===== config.mk =====
export PLATFORM = sky130hd
export DESIGN_NAME = polyram_reader
export DESIGN_NICKNAME = d
export VERILOG_FILES = /design/src/rtl/polyram_reader.sv
export SDC_FILE = /design/constraint.sdc
export NUM_CORES = 1
export LEC_CHECK = 0
export CAP_MARGIN = 20
export CORE_ASPECT_RATIO = 0.75
export CORE_MARGIN = 10
export CORE_UTILIZATION = 40
export DETAILED_ROUTE_END_ITERATION = 6
export GPL_TIMING_DRIVEN = 0
export PLACE_DENSITY = 0.57
export SYNTH_ARGS = -nofsm -noshare
export SYNTH_HDL_FRONTEND = slang
export SYNTH_SLANG_ARGS = --single-unit

===== constraint.sdc =====
create_clock -name clk -period 3.7 [get_ports clk]
set_clock_uncertainty 0.2 [all_clocks]
set_input_delay 0.37 -clock clk [delete_from_list [all_inputs] [get_ports clk]]
set_output_delay 0.37 -clock clk [all_outputs]
set_load 0.03 [all_outputs]

===== src/rtl/polyram_reader.sv =====
// polyram_reader: burst reader for a synchronous RAM with two-edge read latency.
// A start request latches a base address and a word count, then the block issues
// one read per cycle through a registered address (ra), tracks each read through
// a three-stage valid pipeline and lands the returned word in a 4-entry FIFO that
// drives a valid/ready output. Issue is throttled so that reads in flight plus
// buffered words never exceed the FIFO depth, so the FIFO can never overflow.
//
// Ports:
//   clk   - single clock, also clocks the RAM read port
//   rst   - asynchronous active-low reset
//   start - one-cycle burst request; base/len sampled with it (ignored while busy)
//   base  - first RAM address of the burst
//   len   - number of words (0 .. 1<<AWID)
//   busy  - burst in progress
//   done  - one-cycle pulse when the burst has completed
//   ra    - registered RAM read address
//   rdo   - RAM read data, valid two edges after ra is presented
//   odat  - output word (oldest FIFO entry)
//   ovld  - odat valid
//   ordy  - downstream ready; transfer on an edge with ovld && ordy
module polyram_reader #(
  parameter int unsigned WID  = 256,
  parameter int unsigned AWID = 5
) (
  input  logic            clk,
  input  logic            rst,
  input  logic            start,
  input  logic [AWID-1:0] base,
  input  logic [AWID:0]   len,
  output logic            busy,
  output logic            done,
  output logic [AWID-1:0] ra,
  input  logic [WID-1:0]  rdo,
  output logic [WID-1:0]  odat,
  output logic            ovld,
  input  logic            ordy
);

  localparam logic [AWID-1:0] RaOne  = 1;
  localparam logic [AWID:0]   CntOne = 1;

  typedef enum logic [1:0] {StIdle, StRun, StDrain} state_e;

  state_e          state_q, state_d;
  logic [AWID-1:0] ra_q, ra_d;
  logic [AWID:0]   rd_left_q, rd_left_d;  // reads still to issue
  logic [AWID:0]   xf_left_q, xf_left_d;  // words still to hand downstream
  // [0]: address on ra, [1]: address inside RAM, [2]: data on rdo this cycle
  logic [2:0]      vld_q, vld_d;
  logic            done_q, done_d;

  logic [WID-1:0]  buf_q [4];
  logic [1:0]      wr_ptr_q, wr_ptr_d;
  logic [1:0]      rd_ptr_q, rd_ptr_d;
  logic [2:0]      cnt_q, cnt_d;

  logic            issue;
  logic            xfer;
  logic            capture;
  logic [3:0]      occ;

  assign xfer    = (cnt_q != 3'd0) && ordy;
  assign capture = vld_q[2];
  // Occupancy after this edge, not counting a new issue: a word leaving this
  // edge frees a slot, which is what lets the reader sustain one word per cycle.
  assign occ = 4'(vld_q[0]) + 4'(vld_q[1]) + 4'(vld_q[2]) + 4'(cnt_q) - 4'(xfer);

  always_comb begin
    state_d   = state_q;
    ra_d      = ra_q;
    rd_left_d = rd_left_q;
    xf_left_d = xf_left_q;
    done_d    = 1'b0;
    issue     = 1'b0;

    unique case (state_q)
      StIdle: begin
        if (start) begin
          if (len == '0) begin
            done_d = 1'b1;
          end else begin
            // The start edge itself issues the first read at base.
            issue     = 1'b1;
            ra_d      = base;
            rd_left_d = len - CntOne;
            xf_left_d = len;
            state_d   = StRun;
          end
        end
      end
      StRun: begin
        if (rd_left_q == '0) begin
          state_d = StDrain;
        end else if (occ < 4'd4) begin
          issue     = 1'b1;
          ra_d      = ra_q + RaOne;
          rd_left_d = rd_left_q - CntOne;
          if (rd_left_q == CntOne) state_d = StDrain;
        end
      end
      StDrain: begin
      end
      default: state_d = StIdle;
    endcase

    if (xfer) begin
      xf_left_d = xf_left_q - CntOne;
      if (xf_left_q == CntOne) begin
        state_d = StIdle;
        done_d  = 1'b1;
      end
    end
  end

  always_comb begin
    vld_d    = {vld_q[1:0], issue};
    wr_ptr_d = capture ? wr_ptr_q + 2'd1 : wr_ptr_q;
    rd_ptr_d = xfer ? rd_ptr_q + 2'd1 : rd_ptr_q;
    cnt_d    = cnt_q + 3'(capture) - 3'(xfer);
  end

  always_ff @(posedge clk or negedge rst) begin
    if (!rst) begin
      state_q   <= StIdle;
      ra_q      <= '0;
      rd_left_q <= '0;
      xf_left_q <= '0;
      vld_q     <= '0;
      done_q    <= 1'b0;
      wr_ptr_q  <= '0;
      rd_ptr_q  <= '0;
      cnt_q     <= '0;
      for (int i = 0; i < 4; i++) buf_q[i] <= '0;
    end else begin
      state_q   <= state_d;
      ra_q      <= ra_d;
      rd_left_q <= rd_left_d;
      xf_left_q <= xf_left_d;
      vld_q     <= vld_d;
      done_q    <= done_d;
      wr_ptr_q  <= wr_ptr_d;
      rd_ptr_q  <= rd_ptr_d;
      cnt_q     <= cnt_d;
      if (capture) buf_q[wr_ptr_q] <= rdo;
    end
  end

  assign busy = (state_q != StIdle);
  assign done = done_q;
  assign ra   = ra_q;
  assign odat = buf_q[rd_ptr_q];
  assign ovld = (cnt_q != 3'd0);

endmodule


==> results of run 1 <==
power breakdown:
part,internal [mW],total (mW),switching [mW]
sequential,17.5,20.5,2.97
clock,6.89,11.5,4.63
combinational,15.5,31.5,16.0
total,39.9,63.5,23.6
state kept, by name (all words and copies together), names as in the netlist:
register / cells
xf_left_q: 6
buf_q: 1024
rd_ptr_q: 2
ra: 5
cnt_q: 3
wr_ptr_q: 2
state_q: 2
vld_q: 3
done: 1
rd_left_q: 6
synth_stat cells (all sizes together), types with 2 or more instances:
cell type  count
dfrtp       1054
mux2        1024
mux4         256
buf          160
inv           21
clkbuf        19
ha            19
a21oi         14
nand2         13
o21ai         12
nand3         11
nor2          11
nor3          10
a31oi          7
xor2           7
xnor2          4
mux2i          3
a221oi         2
a22o           2
a22oi          2
fa             2
nand2b         2
nand4b         2
nor2b          2
o211ai         2
o22a           2
o22ai          2
cells by family (layout without fill, tap and decap cells):
group | Yosys count | after routing | synth area share [%]
muxes | 1283 | 1283 | 37.9
DFF | 1054 | 1054 | 57.7
buffers and inverters | 200 | 949 | 2.19
and+or+nand+nor | 59 | 59 | 0.646
AOI/OAI and AO/OA | 53 | 53 | 0.823
adders and majority gates | 21 | 21 | 0.607
xor gates and xnor gates | 11 | 11 | 0.211
other | 0 | 14 | 0
critical path, delay by kind of cell, from the launching register on:
family	cells	cell delay (ns)
buffers and inverters	3	1.24
muxes	1	0.57
DFF	1	0.48
per-layer routing:
metal	GRT usage, %	wire length, um
met1	25.0	53200
met5	0	192
met3	4.77	6280
met2	34.1	65700
met4	5.40	3210
through the flow:
step                std cells  utilization (%)  hold slack (ns)  TNS (ns)
detailed placement       4754             47.0            0.165     -4.33
global route             4968             50.5           0.0335   -0.0332
floorplan                2681                -           -0.126         0
CTS                      4956             50.4           0.0767         0
global placement         4741             46.7            0.164         -
finish                   4970             50.5           0.0173         0
final timing paths:
path | from | end | slack (ns)
worst min-delay path | rst | rd_left_q[3] | 0.02
min in group clk | base[1] | ra[1] | 0.13
worst min register to register | vld_q[1] | vld_q[2] | 0.17
worst max-delay path | rd_ptr_q[0] | odat[155] | 0.13
max in group asynchronous | rst | buf_q[897] | 0.56
worst max register to register | cnt_q[1] | rd_left_q[4] | 0.19
timing repair:
item | 4_1_cts | 5_1_grt
endpoints found under the setup margin | 265 | 83
setup buffers | 2 | 0
resized for setup | 55 | 31
hold buffers | 1 | 0
hold endpoints to repair | 99 | 0
pin swaps | 1 | 0
area by class of cell:
type	count	area (um^2)	share of cell area [%]
Clock inverter	35	514	0.897
Sequential cell	1054	26400	46.0
Antenna cell	14	35.0	0.0611
Tap cell	1526	1910	3.33
Buffer	177	981	1.71
Clock buffer	166	3260	5.69
Timing Repair Buffer	550	5770	10.1
Multi-Input combinational cell	1427	18400	32.1
Inverter	21	78.8	0.138
==> results.cfg, run 1 <==
[sta]
setup_slack_ns = 0.129
fmax_ghz = 0.280
period_minus_slack_ns = 3.57
final_max_slew_viol_count = 0
slew-limit-headroom_pct = 40.4
finalCritPeriodShare_pct = 96.5
setup_viol = 0
hold_viol_final = 0
max_slew.worst_pin.slew_ns = 0.894
rsz0062_at_grt = yes

[critical_path]
startpoint_type = flip-flop
crit_path_end_kind = primary output
worstPathCellList = buf_4 -> buf_4 -> mux4_2 -> clkdlybuf4s50_1
cp_data_arrival_time_ns = 3.00
ff2ff_path_depth = 14
cp_common_cell = buf_4
path_class = flip-flop to primary output
required_ns = 3.13
path_max_fanout = 10
cpPeakStageDelay_ns = 0.63
worst_path_max_delay_cell = clkdlybuf4s50_1

[routing]
postRouteAntennaNets = 0
drt_iter0_drc = 1244
wl_um = 129000
wl_per_cell_um = 25.9
avgViaCountPerCell = 5.29
firstDrtPassIters = 4
route.detailed.drc = 0
vias = 26300

[run]
max-cap-violations = 0

[die]
rows = 107
core-area_mm2 = 0.114
io_pins = 535
die_h_um = 313
dieArea_mm2 = 0.128
initial_core_util_pct = 40.3
die_w_um = 411

[cts]
htree_levels = 3
cts-root-buf = clkbuf_16
cts_buffers = 109
insertion_delay_ns = 0.70
clk_path_buf_depth = 3
cts_tree = done
clk_pin_slew_ns = 0.06
cts_sinks = 1054

[synthesis]
synthCells = 2681
synth_seq_area_share_pct = 57.7
synth_top_flop_cell = dfrtp_1
synth.largest_area_cell = dfrtp_1
ys_seq_elements = 1054
netlist_area_mm2 = 0.0457
synthTopCellsByArea = dfrtp_1 58%, mux2_2 20%, mux4_2 13%, mux2_1 5.3%, buf_2 1.3%
synth_top_area_share_pct = 57.7
ys_types = 49
syn_area_per_cell_um2 = 17.1
async_reset_ff_share_pct = 100
synth_edf_count = 0
synth_nets = 2973
yosysWarnings = 0

[min_path]
hold_class = primary input to async pin

[placement]
numPortBuffers = 534
dpl_cell_area_mm2 = 0.0533
dpl.hpwl_um = 93500
gp_congestion = 0.788
place_ws_ns = -0.259

[status]
outcome = finished, final reports clean

[finish]
n_fill_cell = 9442
layout_commonest_cell = dfrtp_1
nNetsFinal = 3632
design_area_mm2 = 0.0573
final_layout_size_suffix_gt1_share_pct = 41.8
most-common-layout-cells = 1052 x dfrtp_1, 808 x mux2_2, 492 x clkdlybuf4s50_1
syn_to_final_growth_pct = 25.3

[power_and_ir_drop]
p_leak_nw = 23.7
p_per_area_mw_per_mm2 = 1110
p_total_mw = 63.5
ir_drop_v = 0.000619

[global_route]
grt_max_degree = 136
grt-ovfl-total = 0
grt_antenna_before_repair = 32
grt_pass1_vias = 30000
grt_pass1_wl_um = 194000
grt_use_total_pct = 19.9
Power figures use the tool's default switching activity.
==> inputs of run 2 (changes only) <==
--- a/config.mk
+++ b/config.mk
@@ -12,6 +12,7 @@
 export DETAILED_ROUTE_END_ITERATION = 6
 export GPL_TIMING_DRIVEN = 0
 export PLACE_DENSITY = 0.57
+export SETUP_SLACK_MARGIN = 0.5
 export SYNTH_ARGS = -nofsm -noshare
 export SYNTH_HDL_FRONTEND = slang
 export SYNTH_SLANG_ARGS = --single-unit
==> results.cfg, run 2 (same netlist as run 1, synthesis figures left out) <==
[finish]
nNetsFinal = 3646
reg_top3 = buf_q x1024, rd_left_q x6, xf_left_q x6
layout_commonest_cell = dfrtp_1
largest_reg_flops = 1024
final_layout_size_suffix_gt1_share_pct = 49.1
top_register = buf_q
most-common-layout-cells = 1053 x dfrtp_1, 808 x mux2_2, 277 x clkdlybuf4s50_1
syn_to_final_growth_pct = 25.1

[critical_path]
timing.rr.start = cnt_q[0]
reg2reg_slack_ns = 0.53
crit_end = rd_left_q[2]
path_class = flip-flop to flip-flop
startpoint_type = flip-flop
cp_data_arrival_time_ns = 3.56
required_ns = 4.09
worst_path_max_delay_cell = dfrtp_2
crit_path_end_kind = flip-flop
worstPathCellList = o31ai_4 -> inv_2 -> buf_8 -> ha_4 -> inv_2 -> fa_2 -> ha_4 -> a31o_4 -> nor3_4 -> o21ai_4 -> and2_4 -> buf_6 -> o22a_1
critPathLaunch = cnt_q[0]
r2r-end = rd_left_q[2]
cp_num_cells = 13
ff2ff_path_depth = 13
cpPeakStageDelay_ns = 0.43
cp_top_family = adder cells
path_max_fanout = 5
critPathBufInv = 4

[sta]
max_slew.worst_pin.slew_ns = 0.951
hold_viol_final = 214
rsz0062_at_grt = yes
final_max_slew_viol_count = 0
period_minus_slack_ns = 3.17
slew-limit-headroom_pct = 36.6
hold_slack_ns = -0.565
fin_setup_tns_ns = 0
finalCritPeriodShare_pct = 85.7
fmax_ghz = 0.315
setup_viol = 0

[placement]
numPortBuffers = 534
dpl.hpwl_um = 91700
gp_congestion = 0.777

[die]
die_h_um = 313
initial_core_util_pct = 40.3
io_pins = 535
dieArea_mm2 = 0.128
rows = 107
die_w_um = 411
core-area_mm2 = 0.114

[cts]
cts_tree = done
cts-root-buf = clkbuf_16
htree_levels = 3
clk_path_buf_depth = 3
clk_pin_slew_ns = 0.07
cts_buffers = 109
cts_sinks = 1054
insertion_delay_ns = 0.70

[power_and_ir_drop]
ir_drop_v = 0.000531
p_total_mw = 62.8
p_leak_nw = 24.0
p_per_area_mw_per_mm2 = 1100

[routing]
route.detailed.drc = 0
drt_iter0_drc = 1250
postRouteAntennaNets = 0
firstDrtPassIters = 5
wl_per_cell_um = 25.5
wl_um = 127000
vias = 26400
avgViaCountPerCell = 5.29

[run]
max-cap-violations = 0

[global_route]
grt_use_total_pct = 19.6
grt_pass1_vias = 30000
grt_antenna_before_repair = 40
grt-ovfl-total = 0
grt_max_degree = 133
grt_pass1_wl_um = 193000

[min_path]
hold_class = primary input to async pin

[status]
outcome = finished with violations
violations = negative hold slack
-- run 2: cell types whose count changed in the layout (fill, tap and decap cells not counted), sizes merged --
cell / before / now
clkdlybuf4s15: 1 / 31
clkdlybuf4s50: 492 / 277
buf: 174 / 354
diode: 14 / 16
clkinv: 17 / 28
bufinv: 12 / 18
clkinvlp: 2 / 6
dlygate4sd3: 1 / 0
dlygate4sd2: 13 / 20
dlymetal6s2s: 27 / 18
clkbuf: 185 / 192
-- run 2: metrics by stage --
stage          cell area (um^2)  worst slack, ns  utilization [%]  instances
4_1_cts                   57300            0.265             50.5       4966
3_3_place_gp              53100           -42.36             46.7       4741
6_report                  57200            0.528             50.4       4992
3_5_place_dp              53400           -0.137             47.0       4755
2_1_floorplan             45800            0.485                -       2681
5_1_grt                   57200            0.421             50.4       4991
-- run 2: layer usage --
layer | part of all wire (%) | routed length, um | global-route usage, %
met5 | 0.20 | 252 | 0
met4 | 3.0 | 3840 | 7.24
met3 | 5.3 | 6700 | 5.04
met2 | 50 | 63800 | 32.8
met1 | 41 | 52800 | 24.5
-- run 2: timing repair --
item,4_1_cts,5_1_grt
gates cloned,2,2
pin swaps,1,9
setup buffers,2,8
endpoints found under the setup margin,270,381
gates resized for setup,988,188
endpoints found under the hold margin,117,117
-- run 2: power by group --
group,switching (mW),internal [mW]
Sequential,2.91,17.5
Combinational,16.2,14.0
Clock,4.76,7.32
Total,23.9,38.9
-- run 2: area by class of cell --
type | count | area [um^2]
timing repair buffer | 562 | 4970
clock inverter | 56 | 830
buffer | 179 | 1370
clock buffer | 151 | 3200
tap | 1526 | 1910
multi-input combinational | 1427 | 18400
sequential | 1054 | 26400
antenna | 16 | 40.0
inverter | 21 | 81.3
fill | 9495 | 56300
-- run 2: worst min-delay path by stage --
stage	start	end	slack, ns	cells past startpoint
final	rst	ra[2]	-0.56	1
after detailed placement	vld_q[1]	vld_q[2]	0.18	0
after global routing	rst	ra[2]	-0.54	1
after CTS	rst	ra[1]	-0.48	1
after floorplan	rst	buf_q[0]	-0.13	0
after global placement	vld_q[1]	vld_q[2]	0.16	0
==> inputs of run 3 (changes only) <==
--- a/config.mk
+++ b/config.mk
@@ -5,12 +5,11 @@
 export SDC_FILE = /design/constraint.sdc
 export NUM_CORES = 1
 export LEC_CHECK = 0
-export CAP_MARGIN = 20
+export CAP_MARGIN = 10
 export CORE_ASPECT_RATIO = 0.75
 export CORE_MARGIN = 10
 export CORE_UTILIZATION = 40
 export DETAILED_ROUTE_END_ITERATION = 6
-export GPL_TIMING_DRIVEN = 0
 export PLACE_DENSITY = 0.57
 export SETUP_SLACK_MARGIN = 0.5
 export SYNTH_ARGS = -nofsm -noshare
==> results.cfg, run 3 (same netlist as run 1, synthesis figures left out) <==
[finish]
syn_to_final_growth_pct = 25.5
most-common-layout-cells = 1051 x dfrtp_1, 808 x mux2_2, 280 x clkdlybuf4s50_1
top_register = buf_q
regArea_mm2 = 0.0264
multi_input_area_mm2 = 0.0185
final_layout_size_suffix_gt1_share_pct = 46.7
reg_top3 = buf_q x1024, rd_left_q x6, xf_left_q x6
n_fill_cell = 9452
layout_commonest_cell = dfrtp_1
largest_reg_flops = 1024
nNetsFinal = 3599
instances_no_fill = 4924

[sta]
finalCritPeriodShare_pct = 90.0
fin_setup_tns_ns = 0
fmax_ghz = 0.300
hold_viol_final = 0
rsz0062_at_grt = yes
slew-limit-headroom_pct = 24.8
max_slew.worst_pin.slew_ns = 1.12
setup_viol = 0
final_max_slew_viol_count = 0
period_minus_slack_ns = 3.33

[cts]
clk_pin_slew_ns = 0.06
cts_sinks = 1054
clk_path_buf_depth = 3
cts_buffers = 107
insertion_delay_ns = 0.69
cts-root-buf = clkbuf_16
htree_levels = 3
cts_tree = done

[critical_path]
startpoint_type = flip-flop
cp_data_arrival_time_ns = 2.76
path_max_fanout = 10
path_class = flip-flop to primary output
required_ns = 3.13
crit_path_end_kind = primary output

[routing]
firstDrtPassIters = 4
avgViaCountPerCell = 5.32
route.detailed.drc = 0
vias = 26200
wl_um = 125000
wl_per_cell_um = 25.4
drt_iter0_drc = 1284
postRouteAntennaNets = 0

[global_route]
globalRouteMet2Util_pct = 33.1
grt_pass1_wl_um = 191000
grt_use_total_pct = 19.1
grt_max_degree = 145
grt_antenna_before_repair = 22
use_met3_pct = 4.10
met1_usage_pct = 24.4
grt-ovfl-total = 0
grt_busiest_layer = met2
grt_pass1_vias = 30100

[placement]
gp_congestion = 0.771
dpl.hpwl_um = 84000
numPortBuffers = 534
post-place-cells = 4672

[die]
initial_core_util_pct = 40.3
io_pins = 535
rows = 107
die_w_um = 411
core-area_mm2 = 0.114
dieArea_mm2 = 0.128
die_h_um = 313

[run]
max-cap-violations = 0

[power_and_ir_drop]
p_leak_nw = 24.5
power.switching_mw = 23.5
p_seq_share_pct = 32.9
ir_drop_v = 0.000646
sw_frac_of_total_pct = 37.7
p_int_mw = 38.8
p_per_area_mw_per_mm2 = 1090
pwr-share-comb_pct = 49.5
pwr-share-clk_pct = 17.7

[min_path]
hold_class = primary input to async pin

[status]
outcome = finished, final reports clean
==> run 3: power by group through the flow <==
stage	Combinational (mW)	Sequential, mW	Clock (mW)
floorplan	20.8	19.5	0
global placement	31.3	20.1	0
detailed placement	31.9	20.7	0
CTS	31.5	20.5	11.4
global route	32.7	21.2	11.8
finish	30.8	20.5	11.0
==> run 3: path summary, 6_finish.rpt <==
| path | start | slack [ns] | end | depth (start not counted) |
|---|---|---|---|---|
| max | rd_ptr_q[0] | 0.37 | odat[245] | 6 |
| min reg2reg | vld_q[1] | 0.17 | vld_q[2] | 0 |
| min | rst | 0.002 | rd_left_q[0] | 2 |
| max reg2reg | cnt_q[2] | 0.60 | rd_left_q[5] | 12 |
| max in group asynchronous | rst | 1.88 | buf_q[693] | 3 |
| min in group clk | base[1] | 0.13 | ra[1] | 3 |
==> run 3: metal layers <==
layer / up-vias / share of wire [%]
li1: 11300 / -
met1: 14200 / 42
met2: 431 / 51
met3: 195 / 4.1
met4: 30 / 2.4
met5: - / 0.16
==> run 3: final cells by class <==
| class | instances | area share, % |
|---|---|---|
| clock buffer | 162 | 5.50 |
| timing repair buffer | 696 | 12.2 |
| sequential | 1054 | 46.0 |
| tap | 1526 | 3.33 |
| antenna | 6 | 0.0262 |
| multi-input combinational | 1427 | 32.2 |
| inverter | 21 | 0.142 |
| clock inverter | 32 | 0.708 |
==> run 3: stage by stage <==
stage	cell area [um^2]	util (%)	hold WS (ns)	power, mW	setup slack [ns]
after floorplan	45800	-	-0.126	40.3	0.485
after global placement	53500	47.1	0.163	51.4	0.266
after detailed placement	53500	47.1	0.164	52.6	0.259
after CTS	57400	50.5	0.0291	63.4	0.208
after global routing	57400	50.6	0.0233	65.7	0.255
final	57400	50.6	0.00246	62.3	0.369
==> run 3: critical path, cell delays in order (launching register included) <==
cell and delay [ns]:
dfrtp_4 0.44, buf_8 0.17, clkbuf_16 0.16, buf_16 0.17
buf_16 0.17, mux4_2 0.53, dlygate4sd2_1 0.40
==> run 3: timing repair <==
| item | 4_1_cts | 5_1_grt |
|---|---|---|
| hold buffers | 1 | 0 |
| resized for setup | 443 | 367 |
| cloned | 7 | 6 |
| setup buffers | 21 | 17 |
| endpoints found under the hold margin | 147 | 0 |
| pin swaps | 0 | 1 |
| endpoints found under the setup margin | 253 | 231 |
